==> src/rtl/alu_mul_sequencer_if.sv <==
// ============================================================================
// Module      : alu_mul_sequencer_if
// Description : Request, response and ALU-side signals of the shift-and-add
//               multiply sequencer.
// Revision    : 1.0 - initial release
// ============================================================================
`default_nettype none

interface alu_mul_sequencer_if #(
  parameter int N  = 32,
  parameter int CW = 6
);
  logic          req_valid;
  logic          req_ready;
  logic [N-1:0]  req_a;
  logic [N-1:0]  req_b;
  logic [N-1:0]  alu_in1;
  logic [N-1:0]  alu_in2;
  logic [4:0]    alu_func;
  logic [N-1:0]  alu_out;
  logic          rsp_valid;
  logic          rsp_ready;
  logic [N-1:0]  rsp_prod;
  logic [CW-1:0] rsp_steps;

  // Environment side: requester, consumer and the external ALU
  modport master (
    output req_valid, req_a, req_b, rsp_ready, alu_out,
    input  req_ready, rsp_valid, rsp_prod, rsp_steps, alu_in1, alu_in2, alu_func
  );

  modport slave (
    input  req_valid, req_a, req_b, rsp_ready, alu_out,
    output req_ready, rsp_valid, rsp_prod, rsp_steps, alu_in1, alu_in2, alu_func
  );
endinterface

`default_nettype wire

==> src/rtl/alu_mul_sequencer.sv <==
// ============================================================================
// Module      : alu_mul_sequencer
// Description : Shift-and-add multiplier issuing one ADD per cycle to an
//               external ALU. Optional macro EARLY_TERM_EN stops the loop once
//               no multiplier bits remain.
// Revision    : 1.0 - initial release
// ============================================================================
`default_nettype none

module alu_mul_sequencer #(
  parameter int N  = 32,
  parameter int CW = 6
) (
  input  wire logic         clk,
  input  wire logic         rst_n,
  alu_mul_sequencer_if.slave bus
);

  localparam logic [4:0] ALU_ADD = 5'b0_00_10;

  typedef enum logic [1:0] {
    S_IDLE = 2'd0,
    S_RUN  = 2'd1,
    S_DONE = 2'd2
  } state_t;

  state_t        state_q,  state_d;
  logic [N-1:0]  acc_q,    acc_d;
  logic [N-1:0]  mcand_q,  mcand_d;
  logic [N-1:0]  mplier_q, mplier_d;
  logic [CW-1:0] cnt_q,    cnt_d;
  logic          last_run;
  logic          start_done;

`ifdef EARLY_TERM_EN
  assign last_run   = ((mplier_q >> 1) == '0);
  assign start_done = (bus.req_b == '0);
`else
  assign last_run   = (cnt_q == CW'(N - 1));
  assign start_done = 1'b0;
`endif

  always_ff @(posedge clk) begin
    if (!rst_n) begin
      state_q  <= S_IDLE;
      acc_q    <= '0;
      mcand_q  <= '0;
      mplier_q <= '0;
      cnt_q    <= '0;
    end else begin
      state_q  <= state_d;
      acc_q    <= acc_d;
      mcand_q  <= mcand_d;
      mplier_q <= mplier_d;
      cnt_q    <= cnt_d;
    end
  end

  always_comb begin
    state_d       = state_q;
    acc_d         = acc_q;
    mcand_d       = mcand_q;
    mplier_d      = mplier_q;
    cnt_d         = cnt_q;
    bus.req_ready = 1'b0;
    bus.rsp_valid = 1'b0;
    bus.alu_in1   = '0;
    bus.alu_in2   = '0;
    bus.alu_func  = ALU_ADD;

    case (state_q)
      S_IDLE: begin
        bus.req_ready = 1'b1;
        if (bus.req_valid) begin
          mcand_d  = bus.req_a;
          mplier_d = bus.req_b;
          acc_d    = '0;
          cnt_d    = '0;
          state_d  = start_done ? S_DONE : S_RUN;
        end
      end
      S_RUN: begin
        // The ALU adds the current partial product; its result is the new accumulator
        bus.alu_in1 = acc_q;
        bus.alu_in2 = mplier_q[0] ? mcand_q : '0;
        acc_d       = bus.alu_out;
        mcand_d     = mcand_q << 1;
        mplier_d    = mplier_q >> 1;
        cnt_d       = cnt_q + CW'(1);
        if (last_run) begin
          state_d = S_DONE;
        end
      end
      S_DONE: begin
        bus.rsp_valid = 1'b1;
        if (bus.rsp_ready) begin
          state_d = S_IDLE;
        end
      end
      default: state_d = S_IDLE;
    endcase
  end

  // acc and cnt are frozen in DONE, so the response fields stay stable while stalled
  assign bus.rsp_prod  = acc_q;
  assign bus.rsp_steps = cnt_q;

endmodule

`default_nettype wire
==> src/flat_wrapper.sv <==
// flat-port wrapper written by rule: the top's interface ports become plain ports
module alu_mul_sequencer_flat 
#(
  parameter int N  = 32,
  parameter int CW = 6
)
  (clk, rst_n, bus_req_valid, bus_req_a, bus_req_b, bus_rsp_ready, bus_alu_out, bus_req_ready, bus_rsp_valid, bus_rsp_prod, bus_rsp_steps, bus_alu_in1, bus_alu_in2, bus_alu_func);
  alu_mul_sequencer_if #(.N(N), .CW(CW)) bus_i ();
  input  wire logic clk;
  input  wire logic rst_n;
  input wire logic [$bits(bus_i.req_valid)-1:0] bus_req_valid;
  input wire logic [$bits(bus_i.req_a)-1:0] bus_req_a;
  input wire logic [$bits(bus_i.req_b)-1:0] bus_req_b;
  input wire logic [$bits(bus_i.rsp_ready)-1:0] bus_rsp_ready;
  input wire logic [$bits(bus_i.alu_out)-1:0] bus_alu_out;
  output wire logic [$bits(bus_i.req_ready)-1:0] bus_req_ready;
  output wire logic [$bits(bus_i.rsp_valid)-1:0] bus_rsp_valid;
  output wire logic [$bits(bus_i.rsp_prod)-1:0] bus_rsp_prod;
  output wire logic [$bits(bus_i.rsp_steps)-1:0] bus_rsp_steps;
  output wire logic [$bits(bus_i.alu_in1)-1:0] bus_alu_in1;
  output wire logic [$bits(bus_i.alu_in2)-1:0] bus_alu_in2;
  output wire logic [$bits(bus_i.alu_func)-1:0] bus_alu_func;
  assign bus_i.req_valid = bus_req_valid;
  assign bus_i.req_a = bus_req_a;
  assign bus_i.req_b = bus_req_b;
  assign bus_i.rsp_ready = bus_rsp_ready;
  assign bus_i.alu_out = bus_alu_out;
  assign bus_req_ready = bus_i.req_ready;
  assign bus_rsp_valid = bus_i.rsp_valid;
  assign bus_rsp_prod = bus_i.rsp_prod;
  assign bus_rsp_steps = bus_i.rsp_steps;
  assign bus_alu_in1 = bus_i.alu_in1;
  assign bus_alu_in2 = bus_i.alu_in2;
  assign bus_alu_func = bus_i.alu_func;
  alu_mul_sequencer #(.N(N), .CW(CW)) u_core (.clk(clk), .rst_n(rst_n), .bus(bus_i));
endmodule
==> config.mk <==
export PLATFORM = sky130hd
export DESIGN_NAME = alu_mul_sequencer_flat
export DESIGN_NICKNAME = d
export VERILOG_FILES = /design/src/rtl/alu_mul_sequencer_if.sv /design/src/rtl/alu_mul_sequencer.sv /design/src/flat_wrapper.sv
export SDC_FILE = /design/constraint.sdc
export NUM_CORES = 1
export LEC_CHECK = 0
export CORE_ASPECT_RATIO = 0.9
export CORE_MARGIN = 1.5
export CORE_UTILIZATION = 60
export CTS_BUF_LIST = sky130_fd_sc_hd__clkbuf_4 sky130_fd_sc_hd__clkbuf_8
export DETAILED_ROUTE_END_ITERATION = 10
export DONT_BUFFER_PORTS = 1
export PLACE_DENSITY = 0.76
export SYNTH_ARGS = -nofsm -noshare
export SYNTH_HDL_FRONTEND = slang
export SYNTH_SLANG_ARGS = --single-unit
==> constraint.sdc <==
create_clock -name clk -period 2.7 [get_ports clk]
set_input_delay 0.27 -clock clk [delete_from_list [all_inputs] [get_ports clk]]
set_output_delay 0.27 -clock clk [all_outputs]
set_load 0.1 [all_outputs]
==> summary.md, run 1 <==
| Metric | Value |
|---|---|
| VDD IR max | `435 uV` |
| Hold WC Path Type | `in -> reg` |
| Slew headroom | `0.240` |
| Post-synthesis cell count | `between 500 and 600` |
| Register area share after synthesis | `0.428` |
| Fillers | `roughly 580` |
| Main synth FF type | `dfxtp_1` |
| CTS buffer count | `9` |
| Leading area contributor after synthesis | `dfxtp_1` |
| Status | `finished clean` |
| Net Sw Frac | `0.348` |
| Num Clock Sinks | `104` |
| GRT overflow | `0` |
| Total inserted antenna cells | `0` |
| Root Driver | `clkbuf_8` |
| Number of synthesis warnings | `0` |
| Post-route DRC | `0` |
| CP required | `2.43 ns` |
| Worst r2r path cells | `5` |
| Avg WL per Cell | `between 15 and 20 um` |
| PD cells | `about 590 nW/um^2` |
| Max Fclk | `around 0.43 GHz` |
| CTS tree | `built` |
| Largest net degree at the start of global routing | `between 70 and 80` |
| Placed standard-cell area | `approximately 5500 sq um` |
| Vert. Die Dim | `~88 um` |
| Share of cells above drive strength 1 | `0.210` |
| CTS clock-pin slew for the worst setup and hold paths | `0.09 ns` |
| Hold path cells | `1` |
| Worst slew pin tran | `between 1 and 1.5 ns` |
| Static leakage | `2.46 nW` |
| R2r endpoint | `u_core.bus.rsp_steps[5]$_SDFFE_PN0P_` |
| Number of H-tree levels | `3` |
| WL final | `12,500 um` |
| PnR Total Power | `~0.0034 W` |
| Post-route cell area | `5680 sq um` |
| Via count | `between 4,000 and 5,000` |
| Mapped Area | `4860 sq um` |
| CP most frequent cell | `buf_4` |
| # placed instances | `about 730` |
| Crit share post-route | `0.853` |
| Avg Cell Area, Syn | `about 8.4 sq um` |
| FF-to-FF Start | `u_core.state_q[0]$_SDFFE_PN0P_` |
| Initial antenna violation count | `0` |
| Synth Register Bits | `between 100 and 150` |
| Initial core utilization | `0.632` |
| Resized Gates After CTS | `0` |
| Die Wd | `97.9 um` |
| Combinational Power Share | `0.234` |
| Via-per-instance ratio | `approximately 6` |
| Post-CTS setup repair buffer count | `0` |
| Post-DP HPWL | `8290 um` |
| DR pass1 iterations | `5` |
| I/O pin total | `approximately 210` |
| Seq pwr share | `0.511` |
| Hold_ws | `0.0497 ns` |
| Cell row count | `30` |
| Clk_lat worst skew | `about 0.35 ns` |
| Final nets | `approximately 740` |
| Worst reg2reg setup slack | `0.79 ns` |
| RSZ-0062 raised after global routing | `no` |
| Final Hold Violating Endpoints | `0` |
| Footprint of the multi-input gates | `about 2400 sq um` |
| Crit. End Element | `output port` |
| Min Tclk post-route | `between 2 and 2.5 ns` |
| CP startpoint kind | `flop` |
| Hold path start | `rst_n` |
| Maxcap violations | `0` |
| Worst Skew | `0.00661 ns` |
| Largest cells by area after synthesis | `dfxtp_1, o2bb2ai_1, nor2_1, a21oi_1, o21ai_0` |
| Slew Limit Fails | `0` |
| Worst EP arrival | `slightly above 2 ns` |
| Vias in the first global route | `approximately 4,100` |
| P_int | `between 0.002 and 0.0025 W` |
| Core Area | `around 7700 sq um` |
| Initial DRC Count | `between 200 and 250` |
| Fin cells | `between 700 and 800` |
| Die area | `between 8000 and 9000 sq um` |
| Post-CTS Hold Fix Bufs | `0` |
| FFs w/ async S/R, synth | `0` |
| Worst Path Max Fanout | `24` |
| Final Setup Violations | `0` |
| Register area | `2080 sq um` |
| Worst-case clock buffer depth | `2` |
| Setup CP Type | `reg -> out` |
| First-pass GRT wire length | `approximately 20,000 um` |
| Number of enable-type register cells in the synthesized netlist | `0` |
| Synthesis-to-finish area growth | `16.7%` |
| Clock share of power | `0.255` |
| Final GP Congestion | `between 0.7 and 0.8` |
| Critical path, cell by cell | `and2b_4 > buf_4 > and3_1 > buf_4` |
| Crit-path max cell delay | `approximately 0.48 ns` |
| Setup TNS | `0 ns` |
| GR Util All Layers | `0.275` |
| PortBufs | `0` |
| Yosys cell types | `41` |
| WHS Endpoint | `u_core.state_q[1]$_SDFFE_PN0P_` |
| Switching component of the power | `0.00117 W` |
| CP max-delay cell | `and2b_4` |
| Yosys top cell area share | `0.428` |
| Post-DRT Antenna Nets | `0` |
==> sequential cells by signal (all words and copies together) (netlist names) <==
register and count:
u_core.bus.rsp_prod 32, u_core.bus.rsp_steps 6, u_core.mcand_q 32, u_core.mplier_q 32, u_core.state_q 2
==> worst max-delay path, delay by kind of cell (launching register included) <==
kind,cells,cell delay (ns)
AND/OR/NAND/NOR,2,0.67
flip-flops,1,0.43
buffers and inverters,2,0.57
==> cell families (layout without fill, tap and decap cells) <==
logic type                 count (synthesis)  count (layout)  synth area share
AOI/OAI and AO/OA                        212             212             0.289
adders and majority gates                  1               1           0.00257
buffers and inverters                     69             132            0.0754
DFF                                      104             104             0.428
muxes                                     11              11            0.0226
other                                      2               5           0.00154
and+or+nand+nor                          182             182             0.181
==> power groups by stage <==
stage | combinational [W] | clock [W] | sequential, W
2_1_floorplan | 0.000526 | 0 | 0.00190
3_3_place_gp | 0.000770 | 0 | 0.00175
3_5_place_dp | 0.000788 | 0 | 0.00175
4_1_cts | 0.000790 | 0.000874 | 0.00172
5_1_grt | 0.000843 | 0.000944 | 0.00173
6_report | 0.000789 | 0.000857 | 0.00172
==> layout make-up <==
cell class | count | area share
inverter | 3 | 0.00198
timing repair buffer | 113 | 0.152
sequential | 104 | 0.367
clock buffer | 10 | 0.0231
multi-input combinational | 411 | 0.429
tap | 96 | 0.0212
clock inverter | 6 | 0.00639
==> layout by cell type, fill, tap and decap left out, drive strengths merged, types with 2 or more instances in the layout <==
cell type | Yosys | final
buf | 29 | 113
clkbuf | 37 | 10
a41oi | 2 | 2
nand2 | 6 | 6
nor3 | 3 | 3
o21ai | 53 | 53
a22oi | 33 | 33
nand3 | 2 | 2
and2 | 32 | 32
mux2i | 11 | 11
and3 | 32 | 32
o2bb2ai | 50 | 50
a211oi | 12 | 12
nor2 | 98 | 98
a311oi | 2 | 2
clkinv | 2 | 7
conb | 2 | 5
dfxtp | 104 | 104
a21oi | 53 | 53
==> cells in the mapped netlist (all sizes together), types with 2 or more instances <==
master / instances
a211oi: 12
a21oi: 53
a22oi: 33
a311oi: 2
a41oi: 2
and2: 32
and3: 32
buf: 29
clkbuf: 37
clkinv: 2
conb: 2
dfxtp: 104
mux2i: 11
nand2: 6
nand3: 2
nor2: 98
nor3: 3
o21ai: 53
o2bb2ai: 50
==> per-stage QoR <==
step,util,setup WS (ns)
2_1_floorplan,-,0.409
3_3_place_gp,0.716,0.846
3_5_place_dp,0.716,0.783
4_1_cts,0.738,0.395
5_1_grt,0.738,0.257
6_report,0.738,0.398
==> per-layer routing <==
metal / global-route usage / vias up / routed length [um] / share of wire
met5: 0 / - / 0 / 0
li1: - / 2190 / - / -
met4: 0.0571 / 0 / 81 / 0.0065
met1: 0.342 / 2094 / 5170 / 0.41
met2: 0.477 / 162 / 6240 / 0.50
met3: 0.0845 / 8 / 1000 / 0.080
==> worst max path at each step <==
stage,startpoint,endpoint
after detailed placement,u_core.state_q[1]$_SDFFE_PN0P_,bus_alu_in2[21]
final,u_core.state_q[1]$_SDFFE_PN0P_,bus_alu_in2[21]
after CTS,u_core.state_q[1]$_SDFFE_PN0P_,bus_alu_in2[21]
after global routing,u_core.state_q[1]$_SDFFE_PN0P_,bus_alu_in2[21]
after global placement,u_core.state_q[1]$_SDFFE_PN0P_,bus_alu_in2[13]
after floorplan,u_core.state_q[0]$_SDFFE_PN0P_,u_core.mplier_q[31]$_SDFFE_PN0P_
Power figures use the tool's default switching activity.
==> run 2, diff against run 1 <==
- CELL_PAD_IN_SITES_DETAIL_PLACEMENT: unset -> 1
- CELL_PAD_IN_SITES_GLOBAL_PLACEMENT: unset -> 1
- CORE_UTILIZATION: 60 -> 50
- PLACE_DENSITY: 0.76 -> unset
- PLACE_DENSITY_LB_ADDON: unset -> 0.1
==> run 2 against run 1 <==
Compared with the run above:
- cell area up 1.2%
- via count up 2.6%
- sequential share of layout area down 0.45 points
- utilization down 12 points
- sequential power about the same
- combinational power up 1%
- non-clock buffer count down 2
- clock skew up 0.0045 ns
- power up 4.1%
- register-to-register slack worse by 0.26 ns
- critical path type unchanged
- critical endpoint is now bus_alu_in2[22]
- highest routed layer unchanged
==> summary.md, run 2 (synthesized netlist as in run 1, its figures left out) <==
| Metric | Value |
|---|---|
| Final nets | `741 (-0.27%)` |
| PortBufs | `0 (unchanged)` |
| Crit share post-route | `0.898 (+0.0455)` |
| Post-DRT Antenna Nets | `0 (unchanged)` |
| Final GP Congestion | `0.787 (about the same)` |
| Post-DP HPWL | `9810 um (+18%)` |
| Static leakage | `2.46 nW (about the same)` |
| Final WS setup | `0.275 ns (-0.123 ns)` |
| Share of cells above drive strength 1 | `0.208 (-0.00245)` |
| Resized Gates After CTS | `0 (unchanged)` |
| PnR Total Power | `0.00350 W (+4.1%)` |
| Hold WC Path Type | `in -> reg` |
| Critical path, cell by cell | `and2b_4 > buf_4 > and3_1 > buf_4` |
| Min Tclk post-route | `2.42 ns (+0.123 ns)` |
| Post-CTS Hold Fix Bufs | `0 (unchanged)` |
| Initial core utilization | `0.524 (-0.109)` |
| Via-per-instance ratio | `5.96 (-0.63%)` |
| Fillers | `1,124 (+93%)` |
| GR Util All Layers | `0.277 (+0.00207)` |
| I/O pin total | `209 (unchanged)` |
| Post-route cell area | `5750 sq um (+1.2%)` |
| Most common cell after layout, fill and taps aside | `buf_4` |
| Post-route DRC | `0 (unchanged)` |
| CTS buffer count | `9 (unchanged)` |
| CTS clock-pin slew for the worst setup and hold paths | `0.10 ns (about the same)` |
| CP required | `2.43 ns (about the same)` |
| Cell row count | `33 (+10%)` |
| Synthesis-to-finish area growth | `18.2%` |
| Register area | `2080 sq um (unchanged)` |
| Setup TNS | `0 ns (unchanged)` |
| Post-CTS setup repair buffer count | `0 (unchanged)` |
| Worst EP arrival | `2.15 ns (+0.12 ns)` |
| Worst Skew | `0.0111 ns (+0.00452 ns)` |
| DR pass1 iterations | `4 (-1)` |
| Most frequent cells in the layout | `buf_4, dfxtp_1, nor2_1, o21ai_0, a21oi_1` |
| Slew Limit Fails | `0 (unchanged)` |
| Root Driver | `clkbuf_8` |
| Via count | `4,569 (+2.6%)` |
| CP max-delay cell | `dfxtp_2` |
| CP startpoint kind | `flop` |
| Core Area | `9290 sq um (+21%)` |
| WL final | `14,600 um (+17%)` |
| Footprint of the multi-input gates | `2430 sq um (unchanged)` |
| Initial antenna violation count | `0 (unchanged)` |
| Number of H-tree levels | `3 (unchanged)` |
| Die area | `10,300 sq um (+19%)` |
| Placed standard-cell area | `5550 sq um (+0.77%)` |
| Crit-path max cell delay | `0.53 ns (+0.05 ns)` |
| Max Fclk | `0.412 GHz (-5.1%)` |
| VDD IR max | `355 uV (-18%)` |
| RSZ-0062 raised after global routing | `no` |
| CTS tree | `built` |
| Die Wd | `107 um (+9.3%)` |
| Final Setup Violations | `0 (unchanged)` |
| Crit. End Element | `output port` |
| Num Clock Sinks | `104 (unchanged)` |
| Setup CP Type | `reg -> out` |
| First-pass GRT wire length | `22,700 um (+15%)` |
| Vert. Die Dim | `96.6 um (+9.2%)` |
| Worst-case clock buffer depth | `2 (unchanged)` |
| CP most frequent cell | `buf_4` |
| Status | `finished clean` |
| GRT overflow | `0 (unchanged)` |
| Final Hold Violating Endpoints | `0 (unchanged)` |
| Worst Path Max Fanout | `41 (+71%)` |
| Largest net degree at the start of global routing | `77 (unchanged)` |
| Clk_lat worst skew | `0.36 ns (about the same)` |
| Worst slew pin tran | `1.16 ns (+0.0202 ns)` |
| Slew headroom | `0.227 (-0.0135)` |
| Maxcap violations | `0 (unchanged)` |
| Initial DRC Count | `283 (+34%)` |
| Total inserted antenna cells | `0 (unchanged)` |
| Place WS | `0.580 ns (-0.203 ns)` |
| Vias in the first global route | `4,518 (+9.1%)` |
| PD cells | `610 nW/um^2 (+2.9%)` |
| Avg WL per Cell | `19.0 um (+13%)` |
run 2: changes by cell type in the layout (fill, tap and decap cells not counted), sizes merged:
cell      change
clkinvlp      +2
bufinv        +1
clkinv        -3
inv           +1
buf           -2
clkbuf        -1
run 2: metal layers:
metal	track usage	vias to the layer above	share of wire
li1	-	2181	-
met1	0.345	2220	0.43
met4	0.0700	0	0.011
met5	0	-	0
met3	0.0597	10	0.067
met2	0.491	158	0.50
run 2: area by class of cell:
cell class	instances	area share
Clock inverter	7	0.0124
Tap cell	122	0.0266
Multi-Input combinational cell	411	0.423
Inverter	3	0.00196
Timing Repair Buffer	111	0.152
Sequential cell	104	0.363
Clock buffer	9	0.0216
run 2: critical path, delay by kind of cell (launching register included):
| kind | cells | cell delay [ns] |
|---|---|---|
| buf+inv | 2 | 0.69 |
| simple gates | 2 | 0.56 |
| flops | 1 | 0.53 |
run 2: per-stage QoR:
step	hold WS (ns)	util	cells
2_1_floorplan	0.408	-	584
3_3_place_gp	0.398	0.598	751
3_5_place_dp	0.395	0.598	751
4_1_cts	0.0117	0.619	767
5_1_grt	0.0175	0.619	767
6_report	0.0306	0.619	767
run 2: power by group:
group          internal, W  total, W  switching [W]  leakage, nW
clock             0.000429  0.000977       0.000548       0.0916
combinational     0.000207  0.000800       0.000593         1.51
sequential         0.00165   0.00173      0.0000810        0.859
run 2: worst paths after layout:
path	start	to	slack, ns	cells past startpoint
max	u_core.state_q[0]$_SDFFE_PN0P_	bus_alu_in2[22]	0.28	4
min	rst_n	u_core.state_q[1]$_SDFFE_PN0P_	0.03	1
max reg2reg	u_core.state_q[0]$_SDFFE_PN0P_	u_core.mcand_q[28]$_SDFFE_PN0P_	0.53	4
min reg2reg	u_core.mcand_q[0]$_SDFFE_PN0P_	u_core.mcand_q[0]$_SDFFE_PN0P_	0.51	2
==> run 3, diff against run 2 <==
- CORE_UTILIZATION: 50 -> 48
- CTS_BUF_LIST: sky130_fd_sc_hd__clkbuf_4 sky130_fd_sc_hd__clkbuf_8 -> unset
==> run 3 against run 2 <==
Compared with the run above:
- non-clock buffer count stayed put
- highest routed layer unchanged
- critical endpoint is now bus_alu_in2[27]
- combinational power is 4.9% higher
- utilization is 1.3 points higher
- sequential share of layout area is 2.4 points lower
- routed wire length is 5.4% higher
- cell area is 7.1% higher
- clock power is 9.5% higher
==> summary.md, run 3 (synthesized netlist as in run 1, its figures left out) <==
| Metric | Value |
|---|---|
| WHS Endpoint | `u_core.mplier_q[22]$_SDFFE_PN0P_` |
| Setup CP Type | `reg -> out` |
| RSZ-0062 raised after global routing | `no` |
| Setup TNS | `0 ns (unchanged)` |
| VDD IR max | `372 uV (+4.8%)` |
| CTS buffer count | `9 (unchanged)` |
| Fillers | `1,125 (+0.089%)` |
| Share of cells above drive strength 1 | `0.206 (-0.00155)` |
| Initial core utilization | `0.499 (-0.0243)` |
| Num Clock Sinks | `104 (unchanged)` |
| Post-DRT Antenna Nets | `0 (unchanged)` |
| Post-route cell area | `6150 sq um (+7.1%)` |
| Max Fclk | `0.427 GHz (+3.4%)` |
| Static leakage | `2.55 nW (+3.7%)` |
| Hold_ws | `0.0247 ns (-0.00581 ns)` |
| CP startpoint kind | `flop` |
| Die Wd | `109 um (+2.0%)` |
| PnR Total Power | `0.00363 W (+3.7%)` |
| Number of H-tree levels | `3 (unchanged)` |
| Hold path cells | `2 (+1)` |
| Root Driver | `clkbuf_8` |
| WL final | `15,400 um (+5.4%)` |
| Clk_lat worst skew | `0.38 ns (+0.02 ns)` |
| PD cells | `590 nW/um^2 (-3.2%)` |
| DR pass1 iterations | `4 (unchanged)` |
| Vias in the first global route | `4,619 (+2.2%)` |
| First-pass GRT wire length | `23,900 um (+5.2%)` |
| Initial DRC Count | `202 (-29%)` |
| PortBufs | `0 (unchanged)` |
| Worst reg2reg setup slack | `0.70 ns (+0.17 ns)` |
| Most common cell after layout, fill and taps aside | `dfxtp_1` |
| Largest net degree at the start of global routing | `77 (unchanged)` |
| Worst slew pin tran | `1.17 ns (+0.0158 ns)` |
| Vert. Die Dim | `98.5 um (+2.0%)` |
| Worst Skew | `0.0170 ns (+0.00590 ns)` |
| CTS tree | `built` |
| Via count | `4,575 (+0.13%)` |
| Most frequent cells in the layout | `dfxtp_1, nor2_1, buf_4, o21ai_0, a21oi_1` |
| Combinational Power Share | `0.231 (+0.003)` |
| Worst r2r path cells | `3 (-1)` |
| GRT overflow | `0 (unchanged)` |
| Via-per-instance ratio | `5.93 (-0.39%)` |
| Beginning of the critical path | `u_core.state_q[1]$_SDFFE_PN0P_` |
| Hold path start | `rst_n` |
| Final GP Congestion | `0.759 (-3.5%)` |
| Final nets | `741 (unchanged)` |
| Clock share of power | `0.294 (+0.015)` |
| Slew headroom | `0.216 (-0.0105)` |
| Avg WL per Cell | `20.0 um (+4.9%)` |
| Hold WC Path Type | `in -> reg` |
| Worst-case clock buffer depth | `2 (unchanged)` |
| Die area | `10,700 sq um (+4.0%)` |
| Core Area | `9740 sq um (+4.9%)` |
| Initial antenna violation count | `0 (unchanged)` |
| Post-route DRC | `0 (unchanged)` |
| P_int | `0.00240 W (+5.0%)` |
| Synthesis-to-finish area growth | `26.5%` |
| GR Util All Layers | `0.281 (+0.00465)` |
| Total inserted antenna cells | `0 (unchanged)` |
| R2r endpoint | `u_core.mcand_q[19]$_SDFFE_PN0P_` |
| Min Tclk post-route | `2.34 ns (-0.0804 ns)` |
| Status | `finished clean` |
| Post-CTS setup repair buffer count | `0 (unchanged)` |
| Worst EP arrival | `2.07 ns (-0.08 ns)` |
| Crit. End Element | `output port` |
| Final Hold Violating Endpoints | `0 (unchanged)` |
| FF-to-FF Start | `u_core.state_q[1]$_SDFFE_PN0P_` |
| Crit share post-route | `0.868 (-0.0298)` |
| Slew Limit Fails | `0 (unchanged)` |
| Net Sw Frac | `0.340 (-0.00847)` |
| CTS clock-pin slew for the worst setup and hold paths | `0.11 ns (about the same)` |
| Final Setup Violations | `0 (unchanged)` |
| Switching component of the power | `0.00124 W (+1.1%)` |
| CP required | `2.43 ns (about the same)` |
| Resized Gates After CTS | `0 (unchanged)` |
| Worst Path Max Fanout | `43 (+4.9%)` |
| Cell row count | `34 (+3.0%)` |
| Placed standard-cell area | `5920 sq um (+6.7%)` |
| Seq pwr share | `0.475 (-0.018)` |
| Maxcap violations | `0 (unchanged)` |
| I/O pin total | `209 (unchanged)` |
| Post-DP HPWL | `10,000 um (+2.1%)` |
==> run 3: changes by cell type in the layout (fill, tap and decap cells not counted) <==
cell / change
clkinv_2: -1
buf_12: +30
clkinv_4: +1
buf_4: -31
bufinv_16: +1
inv_6: -1
dlygate4sd3_1: +1
==> run 3: layout make-up <==
type,count,area (sq um),area share
clock inverter,7,96.3,0.0157
multi-input combinational,411,2430,0.395
clock buffer,9,124,0.0201
sequential,104,2080,0.338
inverter,3,11.3,0.00183
timing repair buffer,111,1250,0.203
tap,126,158,0.0256
==> run 3: metrics by stage <==
step | utilization | cells | setup slack [ns]
after global placement | 0.608 | 754 | 0.871
after global routing | 0.632 | 771 | 0.221
after floorplan | - | 584 | 0.409
after CTS | 0.632 | 771 | 0.346
final | 0.632 | 771 | 0.356
after detailed placement | 0.608 | 754 | 0.778
==> run 3: what timing repair did <==
item                                    in CTS  in global routing
endpoints found under the setup margin       0                  0
hold endpoints to repair                     1                  0
hold buffers                                 1                  0
==> run 3: how the worst max path moves through the flow <==
stage                     slack, ns                          endpoint  cells after the start
after detailed placement       0.78                    bus_alu_in2[6]                      4
after CTS                      0.35                    bus_alu_in2[6]                      4
after global placement         0.87                   bus_alu_in2[25]                      4
final                          0.36                   bus_alu_in2[27]                      4
after floorplan                0.41  u_core.mplier_q[31]$_SDFFE_PN0P_                      5
after global routing           0.22                   bus_alu_in2[27]                      4
==> run 3: per-layer routing <==
| metal | track usage | part of all wire |
|---|---|---|
| met1 | 0.336 | 0.42 |
| met2 | 0.492 | 0.50 |
| met3 | 0.0800 | 0.067 |
| met4 | 0.0729 | 0.014 |
| met5 | 0 | 0 |
==> run 3: worst max-delay path: stages, from the launching register on <==
cell,delay [ns]
dfxtp_1,0.43
and2b_4,0.32
buf_4,0.39
and3_1,0.24
buf_4,0.30
==> run 3: power by group through the flow <==
stage	Clock (W)	Combinational, W	Sequential (W)
2_1_floorplan	0	0.000526	0.00190
3_3_place_gp	0	0.000804	0.00175
3_5_place_dp	0	0.000834	0.00176
4_1_cts	0.00108	0.000841	0.00172
5_1_grt	0.00114	0.000890	0.00174
6_report	0.00107	0.000839	0.00173
